`src/rtl/voter_pkg.sv`:
```
// Shared types and constants for the voter fault monitor.
package voter_pkg;

  typedef enum logic [1:0] {
    HEALTHY = 2'b00,
    SUSPECT = 2'b01,
    FAILED  = 2'b10
  } chan_state_t;

  localparam int unsigned NOMAJ_W = 16;

endpackage

```
`src/rtl/voter_chan_health.sv`:
```
// One replica's leaky-bucket disagreement counter and health FSM.
module voter_chan_health
  import voter_pkg::*;
#(
  parameter int unsigned CNT_WIDTH      = 8,
  parameter int unsigned SUSPECT_THRESH = 4,
  parameter int unsigned FAIL_THRESH    = 16
) (
  input  logic        clk,
  input  logic        rst,
  input  logic        upd,
  input  logic        mismatch,
  input  logic        clear,
  output chan_state_t state
);

  localparam logic [CNT_WIDTH-1:0] ONE   = CNT_WIDTH'(1);
  localparam logic [CNT_WIDTH-1:0] SUS_T = CNT_WIDTH'(SUSPECT_THRESH);
  localparam logic [CNT_WIDTH-1:0] FAIL_T = CNT_WIDTH'(FAIL_THRESH);

  logic [CNT_WIDTH-1:0] cnt, cnt_nxt;
  chan_state_t          state_q, state_nxt;

  always_comb begin
    cnt_nxt = cnt;
    if (clear) begin
      cnt_nxt = '0;
    end else if (upd) begin
      if (mismatch) cnt_nxt = (cnt != '1) ? cnt + ONE : cnt;
      else          cnt_nxt = (cnt != '0) ? cnt - ONE : cnt;
    end
  end

  always_ff @(posedge clk or posedge rst) begin
    if (rst) cnt <= '0;
    else     cnt <= cnt_nxt;
  end

  always_ff @(posedge clk or posedge rst) begin
    if (rst) state_q <= HEALTHY;
    else     state_q <= state_nxt;
  end

  // Transitions judge the post-update count so the new state lands with it.
  always_comb begin
    state_nxt = state_q;
    if (clear) begin
      state_nxt = HEALTHY;
    end else if (upd) begin
      unique case (state_q)
        HEALTHY: begin
          if      (cnt_nxt >= FAIL_T) state_nxt = FAILED;
          else if (cnt_nxt >= SUS_T)  state_nxt = SUSPECT;
        end
        SUSPECT: begin
          if      (cnt_nxt >= FAIL_T) state_nxt = FAILED;
          else if (cnt_nxt == '0)     state_nxt = HEALTHY;
        end
        FAILED:  state_nxt = FAILED;
        default: state_nxt = HEALTHY;
      endcase
    end
  end

  always_comb begin
    state = state_q;
  end

endmodule

```
`src/rtl/voter_fault_monitor.sv`:
```
// Registers the voted word onto a valid/ready stream and tracks replica health.
// Optional fault_irq output is enabled by defining VOTER_FAULT_IRQ_EN.
module voter_fault_monitor
  import voter_pkg::*;
#(
  parameter int unsigned INPUT_WIDTH    = 8,
  parameter int unsigned NUM_INPUTS     = 3,
  parameter int unsigned CNT_WIDTH      = 8,
  parameter int unsigned SUSPECT_THRESH = 4,
  parameter int unsigned FAIL_THRESH    = 16
) (
  input  logic                              clk,
  input  logic                              rst,
  input  logic [NUM_INPUTS*INPUT_WIDTH-1:0] ch_in,
  input  logic [INPUT_WIDTH-1:0]            vote_in,
  input  logic                              vote_ok,
  input  logic                              in_valid,
  output logic                              in_ready,
  output logic [INPUT_WIDTH-1:0]            out_data,
  output logic                              out_stale,
  output logic                              out_valid,
  input  logic                              out_ready,
  input  logic [NUM_INPUTS-1:0]             clear_fault,
  output logic [NUM_INPUTS-1:0]             chan_suspect,
  output logic [NUM_INPUTS-1:0]             chan_failed,
`ifdef VOTER_FAULT_IRQ_EN
  output logic                              fault_irq,
`endif
  output logic [NOMAJ_W-1:0]                nomaj_cnt
);

  logic        accept;
  logic        upd;
  chan_state_t ch_state [NUM_INPUTS];

  always_comb begin
    in_ready = !out_valid || out_ready;
    accept   = in_valid && in_ready;
    upd      = accept && vote_ok;
  end

  // A no-majority sample still produces an output beat, re-sending the held word.
  always_ff @(posedge clk or posedge rst) begin
    if (rst) begin
      out_data  <= '0;
      out_stale <= 1'b0;
      out_valid <= 1'b0;
      nomaj_cnt <= '0;
    end else if (accept) begin
      out_valid <= 1'b1;
      if (vote_ok) begin
        out_data  <= vote_in;
        out_stale <= 1'b0;
      end else begin
        out_stale <= 1'b1;
        if (nomaj_cnt != '1) nomaj_cnt <= nomaj_cnt + NOMAJ_W'(1);
      end
    end else if (out_ready) begin
      out_valid <= 1'b0;
    end
  end

  for (genvar i = 0; i < NUM_INPUTS; i++) begin : g_chan
    voter_chan_health #(
      .CNT_WIDTH      (CNT_WIDTH),
      .SUSPECT_THRESH (SUSPECT_THRESH),
      .FAIL_THRESH    (FAIL_THRESH)
    ) u_health (
      .clk      (clk),
      .rst      (rst),
      .upd      (upd),
      .mismatch (ch_in[i*INPUT_WIDTH +: INPUT_WIDTH] != vote_in),
      .clear    (clear_fault[i]),
      .state    (ch_state[i])
    );
  end

  always_comb begin
    chan_suspect = '0;
    chan_failed  = '0;
    for (int unsigned i = 0; i < NUM_INPUTS; i++) begin
      chan_suspect[i] = (ch_state[i] == SUSPECT);
      chan_failed[i]  = (ch_state[i] == FAILED);
    end
  end

`ifdef VOTER_FAULT_IRQ_EN
  logic [NUM_INPUTS-1:0] failed_d;

  always_ff @(posedge clk or posedge rst) begin
    if (rst) failed_d <= '0;
    else     failed_d <= chan_failed;
  end

  always_comb begin
    fault_irq = |(chan_failed & ~failed_d);
  end
`endif

endmodule

```
`config.mk`:
```
export PLATFORM = sky130hd
export DESIGN_NAME = voter_fault_monitor
export DESIGN_NICKNAME = d
export VERILOG_FILES = /design/src/rtl/voter_pkg.sv /design/src/rtl/voter_chan_health.sv /design/src/rtl/voter_fault_monitor.sv
export SDC_FILE = /design/constraint.sdc
export NUM_CORES = 1
export LEC_CHECK = 0
export CORE_ASPECT_RATIO = 1.75
export CORE_MARGIN = 2
export CORE_UTILIZATION = 55
export CTS_BUF_LIST = sky130_fd_sc_hd__clkbuf_4 sky130_fd_sc_hd__clkbuf_8
export DETAILED_ROUTE_END_ITERATION = 12
export GPL_ROUTABILITY_DRIVEN = 0
export GPL_TIMING_DRIVEN = 0
export PLACE_DENSITY_LB_ADDON = 0.2
export SKIP_CTS_REPAIR_TIMING = 1
export SLEW_MARGIN = 20
export SYNTH_ARGS = -nofsm -noshare
export SYNTH_HDL_FRONTEND = slang
export SYNTH_SLANG_ARGS = --single-unit
export TNS_END_PERCENT = 10
```
`constraint.sdc`:
```
create_clock -name clk -period 4.2 [get_ports clk]
set_input_delay 0.63 -clock clk [delete_from_list [all_inputs] [get_ports clk]]
set_output_delay 0.63 -clock clk [all_outputs]
set_load 0.01 [all_outputs]
```
==> results.toml <==
[status]
status = "complete, no violations"

[power_and_ir_drop]
combPwrFrac_pct = 26.8
switchingPower_w = 0.000403
pwr_density_cell_mw_per_mm2 = 273
p_sw_share_pct = 30.2
finalPower_w = 0.00133
intPower_w = 0.000929
seq_power_share_pct = 47.1
cellLeakagePower_nw = 2.00
clkPwrFrac_pct = 26.1
ir_worst_vdd_mv = 0.312

[timing]
hold_viol = 0
tightest_slew_ns = 0.710
fin_tns_setup_ns = 0
finalSetupViolCount = 0
max_freq_ghz = 0.268
drv_slew = 0
finalCritPeriodShare_pct = 88.9
clock_skew_ns = 0.0142
relSlewSlack_pct = 52.2
period_minus_slack_ns = 3.73
rsz0062_at_grt = "false"

[floorplanning]
die_w_um = 68.1
pin_count = 73
start_util_pct = 57.2
fp-row-count = 40
die_area_mm2 = 0.00790
die_h_um = 116
coreArea_mm2 = 0.00691

[layout]
design_area_mm2 = 0.00488
fillers = 574
drive_gt1_share_pct = 3.58
multiInputGateArea_mm2 = 0.00236
final_nets = 608
syn2layout_area_growth_pct = 23.5
seqCellArea_mm2 = 0.00140
antennaDiodeCount = 0

[logic_synthesis]
synthArstFlopShare_pct = 100
yosysWarningCount = 0
synth.distinct_cells = 64
synth_top_area_cell = "dfrtp_1"
ys_top_cells_by_area = "dfrtp_1 35%, xnor2_1 6.2%, nand2_1 4.9%, nor2_1 4.3%, xor2_1 3.3%"
synthesis.area_mm2 = 0.00395
post-synth-top-count-cell = "dfrtp_1"
synthTopCellsByCount = "56 x dfrtp_1, 52 x nand2_1, 45 x nor2_1"
synth.avg_cell_area_um2 = 8.23
synth_top_area_share_pct = 35.5
synth_enable_flop_cells = 0
ys.flop_type = "dfrtp_1"
syn_nets = 529
synth_cells = 480
ys_ff_latch = 56
ys_seq_area_share_pct = 35.5

[grt]
grt_max_degree = 57
grt_first_pass_wirelength_um = 18100
grt_pass1_vias = 3874
grt_overflow_total = 0
antenna_found_initial = 0
grt_use_total_pct = 30.4

[setup_path]
crit_arrival_ns = 3.92
critPathRequiredTime_ns = 4.38
slowest_delay_ns = 0.65
path_max_fanout = 8
cp-end-kind = "register"
cp_common_cell = "nor4_1"
start_kind = "primary input"
reg2reg_slack_ns = 1.19
crit_chain = "clkdlybuf4s50_1 > xor2_1 > nor4_1 > and2_1 > clkbuf_1 > mux2_2 > a311o_1 > nor4_1 > a211o_1 > a21oi_1"
crit_type = "in2reg"
worst_path_max_delay_cell = "nor4_1"

[route]
wl_per_cell_um = 18.0
drc_errors = 0
wirelength_um = 11500
first_pass_iters = 8
dr.first_iter.drc_count = 449
vias_per_cell = 6.49
antenna_left = 0
vias = 4168

[clock_tree]
clock_tree.root_cell = "clkbuf_8"
cts-buffers-inserted = 5
cts_tree = "yes"
clk-insertion-delay-late_ns = 0.32
clkSinkCount = 56
clkTransAtPathRegs_ns = 0.10
clk_path_buf_depth = 2
cts-htree-levels = 2

[min_path]
hp-class = "reg2reg"

[placed_design]
io_buffer_count = 72
dp_hpwl_um = 8450
placed_cell_area_mm2 = 0.00478

[run]
maxCapViolCount = 0
-- per-stage QoR --
step	setup WS, ns	cells	utilization [%]	hold slack (ns)
2_1_floorplan	1.44	480	-	0.514
5_1_grt	0.324	642	70.6	0.509
6_report	0.465	642	70.6	0.482
3_5_place_dp	0.293	636	69.2	0.462
3_3_place_gp	0.320	636	69.2	0.460
4_1_cts	0.530	642	70.6	0.485
-- logic make-up (layout without fill, tap and decap cells) --
kind of cell	count (synthesis)	after routing	share of synthesized area [%]
buffers and inverters	48	126	4.84
AO/OA/AOI/OAI	101	101	17.7
flip-flops	56	56	35.5
AND/OR/NAND/NOR	218	218	28.2
adder cells (fa/ha/maj)	9	9	2.85
multiplexers	5	5	1.39
XOR/XNOR	43	43	9.53
-- final cells by class --
type,count,share of cell area (%)
plain buffers,28,2.39
clock buffers,5,1.41
clock inverters,1,0.616
inverters,20,1.59
multi-input cells,376,48.3
flip-flops and latches,56,28.7
well taps,84,2.15
repair buffers,72,14.8
-- power groups by stage --
stage,Combinational (W),Sequential (W),Clock (W)
after floorplan,0.000162,0.000646,0
after global placement,0.000341,0.000632,0
after detailed placement,0.000350,0.000636,0
after CTS,0.000355,0.000626,0.000349
after global routing,0.000386,0.000633,0.000372
final,0.000357,0.000628,0.000348
-- metal layers --
layer	up-vias	part of all wire (%)	track usage [%]
met5	-	0	0
met4	0	6.1	19.1
met3	67	6.8	5.01
met2	227	51	52.4
met1	1970	36	33.8
li1	1904	-	-
-- final timing paths --
check	startpoint	endpoint	depth (start not counted)
min in group asynchronous	rst	g_chan[2].u_health.cnt[2]	2
hold reg to reg	out_data[5]	out_data[5]	2
max in group asynchronous	rst	g_chan[0].u_health.cnt[5]	2
setup reg to reg	g_chan[2].u_health.cnt[0]	g_chan[2].u_health.state[0]	9
hold / removal	out_data[5]	out_data[5]	2
setup / recovery	vote_in[5]	g_chan[0].u_health.state[1]	10
-- worst max-delay path, delay by kind of cell --
family                    cells  cell delay [ns]
AOI/OAI and AO/OA             3             0.59
xor gates and xnor gates      1             0.21
buffers and inverters         2             0.86
muxes                         1             0.41
and+or+nand+nor               3             1.23
-- cell usage in the layout, fill, tap and decap left out, drive strengths merged, types with 9 or more instances in the layout --
cell type and count:
o21ai 22, a21oi 19, nand4 15, and3 10, nor3 20, xnor2 28
xor2 15, clkbuf 31, clkdlybuf4s50 72, ha 9, dfrtp 56, a31oi 9
nand2 52, nor2 45, inv 20, nand3 24
-- flip-flops by register name (all words and copies together) (netlist names) --
signal,count
g_chan.u_health.state,6
out_stale,1
nomaj_cnt,16
g_chan.u_health.cnt,24
out_valid,1
out_data,8
(Power assumes the default switching activity.)
